### src/rtl/stack_path_player_pkg.sv
// Shared definitions for the direction-stack consumer: FSM state encoding and
// the direction codes agreed with the stack's producer.
package stack_path_player_pkg;

    typedef enum logic [2:0] {
        ST_IDLE  = 3'd0,
        ST_CHECK = 3'd1,
        ST_POP   = 3'd2,
        ST_WAIT  = 3'd3,
        ST_EMIT  = 3'd4,
        ST_DONE  = 3'd5
    } state_t;

    localparam logic [1:0] DIR_UP    = 2'd0;
    localparam logic [1:0] DIR_RIGHT = 2'd1;
    localparam logic [1:0] DIR_DOWN  = 2'd2;
    localparam logic [1:0] DIR_LEFT  = 2'd3;

endpackage

### src/rtl/stack_path_player.sv
// Drains a fixed-latency direction stack word by word and replays the words on
// a valid/ready stream, finishing with a one-cycle done pulse.
module stack_path_player
    import stack_path_player_pkg::*;
#(
    parameter int WIDTH   = 2,
    parameter int POP_LAT = 3,
    parameter int CNT_W   = 8
) (
    input  logic             clk,
    input  logic             rst,
    input  logic             start,
    input  logic             abort,
    input  logic             stk_empty,
    input  logic [WIDTH-1:0] stk_data,
    output logic             stk_pop,
    output logic             out_valid,
    input  logic             out_ready,
    output logic [WIDTH-1:0] out_dir,
    output logic             busy,
    output logic             done,
    output logic [CNT_W-1:0] move_count
);

    localparam int                WAIT_W    = $clog2(POP_LAT) + 1;
    localparam logic [WAIT_W-1:0] WAIT_LOAD = WAIT_W'(POP_LAT - 1);
    localparam logic [CNT_W-1:0]  CNT_MAX   = '1;

    state_t            state_reg;
    logic [WAIT_W-1:0] wait_cnt_reg;
    logic [WIDTH-1:0]  out_dir_reg;
    logic [CNT_W-1:0]  move_count_reg;

    // Abort takes priority over everything, including start in IDLE; the
    // captured word and the move count are deliberately left untouched.
    always_ff @(posedge clk or posedge rst) begin
        if (rst) begin
            state_reg      <= ST_IDLE;
            wait_cnt_reg   <= '0;
            out_dir_reg    <= '0;
            move_count_reg <= '0;
        end else if (abort) begin
            state_reg <= ST_IDLE;
        end else begin
            case (state_reg)
                ST_IDLE: begin
                    if (start) begin
                        state_reg      <= ST_CHECK;
                        move_count_reg <= '0;
                    end
                end
                ST_CHECK: begin
                    state_reg <= stk_empty ? ST_DONE : ST_POP;
                end
                ST_POP: begin
                    wait_cnt_reg <= WAIT_LOAD;
                    state_reg    <= ST_WAIT;
                end
                ST_WAIT: begin
                    // Counter reaches zero in the first cycle the popped word is valid.
                    if (wait_cnt_reg == '0) begin
                        out_dir_reg <= stk_data;
                        state_reg   <= ST_EMIT;
                    end else begin
                        wait_cnt_reg <= wait_cnt_reg - 1'b1;
                    end
                end
                ST_EMIT: begin
                    if (out_ready) begin
                        if (move_count_reg != CNT_MAX) begin
                            move_count_reg <= move_count_reg + 1'b1;
                        end
                        state_reg <= ST_CHECK;
                    end
                end
                ST_DONE: begin
                    state_reg <= ST_IDLE;
                end
                default: begin
                    state_reg <= ST_IDLE;
                end
            endcase
        end
    end

    assign stk_pop    = (state_reg == ST_POP);
    assign out_valid  = (state_reg == ST_EMIT);
    assign done       = (state_reg == ST_DONE);
    assign busy       = (state_reg != ST_IDLE);
    assign out_dir    = out_dir_reg;
    assign move_count = move_count_reg;

endmodule
### config.mk
export PLATFORM = sky130hd
export DESIGN_NAME = stack_path_player
export DESIGN_NICKNAME = d
export VERILOG_FILES = /design/src/rtl/stack_path_player_pkg.sv /design/src/rtl/stack_path_player.sv
export SDC_FILE = /design/constraint.sdc
export NUM_CORES = 1
export LEC_CHECK = 0
export BUFFER_PORTS_ARGS = -buffer_cell sky130_fd_sc_hd__buf_2
export CORE_ASPECT_RATIO = 2
export CORE_MARGIN = 3
export CORE_UTILIZATION = 30
export CTS_CLUSTER_DIAMETER = 60
export DETAILED_ROUTE_END_ITERATION = 10
export GPL_TIMING_DRIVEN = 0
export SETUP_SLACK_MARGIN = 0.5
export SLEW_MARGIN = 20
export SYNTH_ARGS = -nofsm -noshare
export SYNTH_HDL_FRONTEND = slang
export SYNTH_SLANG_ARGS = --single-unit
### constraint.sdc
create_clock -name clk -period 4.6 [get_ports clk]
set_input_delay 0.46 -clock clk [delete_from_list [all_inputs] [get_ports clk]]
set_output_delay 0.46 -clock clk [all_outputs]
set_load 0.01 [all_outputs]
==> results of run 1 <==
[worst max path at each step]
stage | startpoint | endpoint | slack (ps) | depth (start not counted)
2_1_floorplan | state_reg[2]$_DFFE_PP0P_ | move_count[3]$_DFFE_PP0P_ | 2920 | 5
3_3_place_gp | out_ready | move_count[7]$_DFFE_PP0P_ | 2690 | 5
3_5_place_dp | out_ready | move_count[7]$_DFFE_PP0P_ | 2720 | 5
4_1_cts | state_reg[1]$_DFFE_PP0P_ | move_count[7]$_DFFE_PP0P_ | 2730 | 4
5_1_grt | state_reg[1]$_DFFE_PP0P_ | move_count[7]$_DFFE_PP0P_ | 2520 | 4
6_report | state_reg[1]$_DFFE_PP0P_ | move_count[7]$_DFFE_PP0P_ | 2710 | 4
[worst max-delay path, cell delays in order, from the launching register on]
cell and delay, ps:
dfrtp_1 390, buf_2 180, nor4_1 520, o31ai_1 280, a221o_1 400
[cells in the mapped netlist]
cell type	n	area share
a41oi_1	1	0.0094
and4_1	1	0.0094
a22o_1	2	0.019
a221o_1	1	0.011
a21oi_1	8	0.043
o2111ai_1	1	0.0094
buf_2	1	0.0054
or4_4	1	0.012
and3_1	2	0.013
xnor2_1	1	0.0094
mux2_2	4	0.048
or3b_2	2	0.019
a211o_1	1	0.0094
o31ai_1	2	0.016
nor2_1	9	0.036
or4_1	1	0.0081
nor3b_1	3	0.024
nor4_1	1	0.0067
a31oi_1	1	0.0067
buf_6	1	0.012
nand2_1	8	0.032
o21ai_0	5	0.027
ha_1	3	0.040
and2_1	1	0.0067
nand3b_1	1	0.0081
nand3_1	4	0.022
and3_2	1	0.0081
dfrtp_1	16	0.43
a22oi_1	1	0.0081
nor3_1	2	0.011
nand4_1	2	0.013
mux2i_1	2	0.022
inv_1	10	0.040
clkbuf_1	1	0.0040
[placed cells by master, fill, tap and decap left out, drive strengths merged]
| cell type | netlist | final |
|---|---|---|
| ha | 3 | 3 |
| a22oi | 1 | 1 |
| dfrtp | 16 | 16 |
| and3 | 3 | 3 |
| nor3 | 2 | 2 |
| and4 | 1 | 1 |
| nor3b | 3 | 3 |
| nor2 | 9 | 9 |
| nand3 | 4 | 4 |
| mux2i | 2 | 2 |
| inv | 10 | 10 |
| nand3b | 1 | 1 |
| or3b | 2 | 2 |
| or4 | 2 | 2 |
| a22o | 2 | 2 |
| clkbuf | 1 | 5 |
| o21ai | 5 | 5 |
| nand2 | 8 | 8 |
| a221o | 1 | 1 |
| and2 | 1 | 1 |
| o31ai | 2 | 2 |
| nor4 | 1 | 1 |
| mux2 | 4 | 4 |
| nand4 | 2 | 2 |
| a211o | 1 | 1 |
| a31oi | 1 | 1 |
| buf | 2 | 23 |
| a41oi | 1 | 1 |
| o2111ai | 1 | 1 |
| xnor2 | 1 | 1 |
| a21oi | 8 | 8 |
[stage by stage]
| stage | utilization | setup slack, ps |
|---|---|---|
| finish | 0.379 | 2710 |
| global route | 0.379 | 2520 |
| CTS | 0.379 | 2730 |
| detailed placement | 0.361 | 2720 |
| global placement | 0.361 | 2690 |
| floorplan | - | 2920 |
[layer usage]
metal	up-vias	wire, um
met1	422	829
met5	-	0
li1	415	-
met2	35	1230
met3	6	100
met4	0	48
[cell families (layout without fill, tap and decap cells)]
kind of cell / count (synthesis) / count (layout) / synth area share
buffers and inverters: 13 / 38 / 0.0618
and+or+nand+nor: 39 / 39 / 0.230
muxes: 6 / 6 / 0.0699
adders and majority gates: 3 / 3 / 0.0403
xor gates and xnor gates: 1 / 1 / 0.00941
DFF: 16 / 16 / 0.430
AOI/OAI and AO/OA: 23 / 23 / 0.159
[layout make-up]
type	count	area, um^2
clock buffer	4	55.1
sequential	16	400
inverter	10	37.5
tap	30	37.5
multi-input combinational	72	473
fill	302	1850
buffer	3	20.0
timing repair buffer	21	105
[power by group through the flow]
| stage | logic, mW | clock network [mW] | registers [mW] |
|---|---|---|---|
| 2_1_floorplan | 0.0529 | 0 | 0.163 |
| 3_3_place_gp | 0.0707 | 0 | 0.163 |
| 3_5_place_dp | 0.0745 | 0 | 0.163 |
| 4_1_cts | 0.0747 | 0.129 | 0.161 |
| 5_1_grt | 0.0857 | 0.134 | 0.162 |
| 6_report | 0.0744 | 0.125 | 0.161 |
==> results.ini, run 1 <==
[worst_setup_path]
crit_type=flip-flop to flip-flop
reg2reg_depth=4
rr_endpoint=move_count[7]$_DFFE_PP0P_
endpoint_kind=flip-flop
cp-start-kind=flip-flop
critPathMaxFanout=10
cp.arrival_ps=2030
required_ps=4730
rr_startpoint=state_reg[1]$_DFFE_PP0P_
r2r_slack_ps=2710

[pwr]
switching_share=0.274
fin_total_pwr_uw=360
vdd_drop_max_mv=0.224
power_switching_uw=98.6
p_clk_frac=0.348
p_leak_nw=0.573
pwr-share-comb=0.207
p_int_uw=262
pwr-share-seq=0.446
power.density_nw_per_um2=319

[sta]
finalMaxSlewViolations=0
worst_hold_slack_ps=287
rsz0062_at_grt=false
hold_viol_final=0
fin_skew_ps=1.12
period_minus_slack_ps=1890
max_freq_mhz=528
worstMarginPinSlew_ps=636
finalSetupViolations=0
setup_tns_ps=0
slew_headroom=0.573
post-route-period-util=0.412

[logic_synthesis]
synth_nets=112
ys_ff_latch=16
ys_warn_count=0
synthesis.area_um2=931
synth_area_per_cell_um2=9.22
syn_inst=101
synth.distinct_cells=34
ys_seq_area_frac=0.430

[global_route]
grt_max_degree=17
use_met3=0.0236
grt_util_met1=0.140
grt_pass1_wl_mm=3.74
grt.busiest_layer=met2
grt_antenna_before_repair=0
gr-usage-met2=0.215
gr-total-overflow=0
grt_usage=0.127
grt_pass1_vias=909

[clock_tree]
cts_sinks=16
cts.path.max_buffers=2
cts_tree=done
cts_hold_buf=0
post-cts-setup-buffer-count=0
worstSkewPairLatency_ps=250
htreeDepth=1
clkTransAtPathRegs_ps=70
clockRootBuffer=clkbuf_8
cts_buffers=3
cts_resized=0

[floorplan]
row_count=28
die_w_um=45.4
fp.coreArea_um2=2980
die_h_um=84.8
die_area_um2=3850
start_util=0.313
io_pins=22

[routing]
antenna_left=0
drc=0
routed_via_density=5.63
drtIter0Drc=30
drtPass1Iterations=5
routed_wl_mm=2.21
wire_per_inst_um=14.2
dr_total_vias=878

[finish]
antenna_cells=0
area_growth_syn_to_layout_pct=21.2
final_layout_size_suffix_gt1_frac=0.278
final_cells=156
layout.nets=138
final_area_um2=1130
largest_register_ffs=8

[placement]
post-place-cells=152
dp_hpwl_mm=1.75
place_area_um2=1070
io_buffer_count=21
place.gp.congestion=0.868

[job]
maxCapViolCount=0

[run_status]
status=complete, no violations

[min_path]
hold_path.class=primary input to asynchronous set/reset pin

Note: power is estimated with default switching activity, not from simulation.
==> inputs of run 2 (changes only) <==
- ABC_AREA: default -> 1
- clock period: 4.6 -> 1.8 ns (I/O delays scaled with it)
==> results.ini, run 2 <==
[clock_tree]
cts_sinks=16
clkTransAtPathRegs_ps=70
cts.path.max_buffers=2
htreeDepth=1
cts_tree=done
clockRootBuffer=clkbuf_8
cts_hold_buf=0
worstSkewPairLatency_ps=250
cts_buffers=3

[finish]
antenna_cells=0
final_layout_size_suffix_gt1_frac=0.414
layout.nets=203
final_area_um2=1490
area_growth_syn_to_layout_pct=41.0
fill_cells=350
final_cells=222
final_cell_mix=42 x nand2_1, 20 x inv_1, 19 x buf_2
largest_register_ffs=8
final_common_cell=nand2_1

[worst_setup_path]
endpoint_kind=output pin
cp.arrival_ps=1160
cpLargestDelayFamily=flip-flops
cp-start-kind=flip-flop
cp_slowest_stage_delay_ps=450
critPathMaxFanout=5
cp_slowest_cell=dfrtp_2
path_cells=nor2_4 > buf_4 > nand2_4 > inv_4 > buf_6
required_ps=1620
crit_type=flip-flop to output pin
critPathBufInv=3

[sta]
worst_hold_slack_ps=11.7
worstMarginPinSlew_ps=655
slew_headroom=0.563
max_freq_mhz=748
setup_tns_ps=0
rsz0062_at_grt=true
hold_viol_final=0
period_minus_slack_ps=1340
finalMaxSlewViolations=0
post-route-period-util=0.743
setup_ws_ps=463
fin_skew_ps=3.42
finalSetupViolations=0

[routing]
drc=0
wire_per_inst_um=11.7
drtPass1Iterations=6
drtIter0Drc=6
routed_via_density=4.83
antenna_left=0
routed_wl_mm=2.60
dr_total_vias=1072

[pwr]
p_leak_nw=0.753
pwr-share-seq=0.287
p_clk_frac=0.184
vdd_drop_max_mv=0.840
switching_share=0.400
power.density_nw_per_um2=1180
p_int_mw=1.05
pwr-share-comb=0.529
power_switching_uw=701

[logic_synthesis]
ys_warn_count=0
synthesis.area_um2=1060
synthTopCellsByCount=47 x nand2_1, 24 x inv_1, 16 x dfrtp_1
synth_area_per_cell_um2=6.92
synth_top_cell_by_area=dfrtp_1
ys_seq_area_frac=0.378
async_reset_ff_frac=1.00
synth_area_leaders=dfrtp_1 38%, nand2_1 17%, inv_1 8.5%
synth.most_common_cell=nand2_1
ys_ff_latch=16
synth-edff-count=0
synth.distinct_cells=18
synth_nets=164
syn_inst=153
synth_top_area_share=0.378
synth_ff_type=dfrtp_1

[floorplan]
die_h_um=90.0
row_count=29
fp.coreArea_um2=3270
die_area_um2=4320
start_util=0.324
die_w_um=48
io_pins=22

[job]
maxCapViolCount=0

[global_route]
grt_antenna_before_repair=0
grt_pass1_wl_mm=4.15
grt_pass1_vias=976
grt_max_degree=17
gr-total-overflow=0
grt_usage=0.130

[placement]
post-place-cells=205
dp_hpwl_mm=1.79
pre_cts_ws_ps=395
io_buffer_count=21
place_area_um2=1200
place.gp.congestion=0.803

[min_path]
hold_path.class=primary input to asynchronous set/reset pin

[run_status]
status=complete, no violations

[run 2: changes by cell type after synthesis, moves of 4 or more]
cell | previous run | this run
nand2_1 | 8 | 47
inv_1 | 10 | 24
nand3_1 | 4 | 14
a21oi_1 | 8 | 2
inv_2 | 0 | 4
mux2_2 | 4 | 0
nand3_2 | 0 | 4
nor2_2 | 0 | 4
nor2_4 | 0 | 4
[run 2: what timing repair did]
item | in CTS | in global routing
resized for setup | 24 | 12
setup endpoints to repair | 15 | 19
pin swaps | 8 | 6
setup buffers | 11 | 2
[run 2: through the flow]
step,utilization,power (mW)
floorplan,-,0.916
global placement,0.368,1.06
detailed placement,0.368,1.07
CTS,0.436,1.66
global route,0.457,1.88
finish,0.457,1.75
[run 2: cell type report]
type                    instances  area (um^2)  share of cell area
multi-input cells             108          662               0.443
flip-flops and latches         16          404               0.271
repair buffers                 34          219               0.147
inverters                      29          114              0.0763
clock buffers                   4         55.1              0.0369
well taps                      31         38.8              0.0260
[run 2: power groups by stage]
stage	combinational [mW]	clock (mW)	sequential, mW
2_1_floorplan	0.410	0	0.506
3_3_place_gp	0.559	0	0.505
3_5_place_dp	0.558	0	0.507
4_1_cts	0.836	0.329	0.498
5_1_grt	1.02	0.347	0.517
6_report	0.928	0.323	0.504
[run 2: per-layer routing]
metal  routed length [um]  vias to the layer above  track usage
met5                    0                        -            0
met1                  955                      492        0.132
li1                     -                      552            -
met4                   38                        0       0.0472
met2                 1510                       24        0.236
met3                   89                        4       0.0240
[run 2: kinds of logic (layout without fill, tap and decap cells)]
kind of cell    after synthesis  after routing  share of synthesized area
simple gates                 92             92                      0.416
buf+inv                      29             67                      0.103
flops                        16             16                      0.378
compound gates               12             12                     0.0591
fa+ha+maj                     3              3                     0.0355
xor+xnor                      1              1                    0.00828
[run 2: final timing paths]
check                      cells after the start                         to  slack [ps]                     start
min                                            2     out_dir[0]$_DFFE_PP0P_          10                       rst
min reg2reg                                    2     out_dir[0]$_DFFE_PP0P_         490    out_dir[0]$_DFFE_PP0P_
max reg2reg                                    7  move_count[5]$_DFFE_PP0P_         500  state_reg[1]$_DFFE_PP0P_
max                                            5                  out_valid         460  state_reg[1]$_DFFE_PP0P_
min in group clk                               2   state_reg[1]$_DFFE_PP0P_         140                     abort
max in group asynchronous                      2   state_reg[1]$_DFFE_PP0P_        1330                       rst
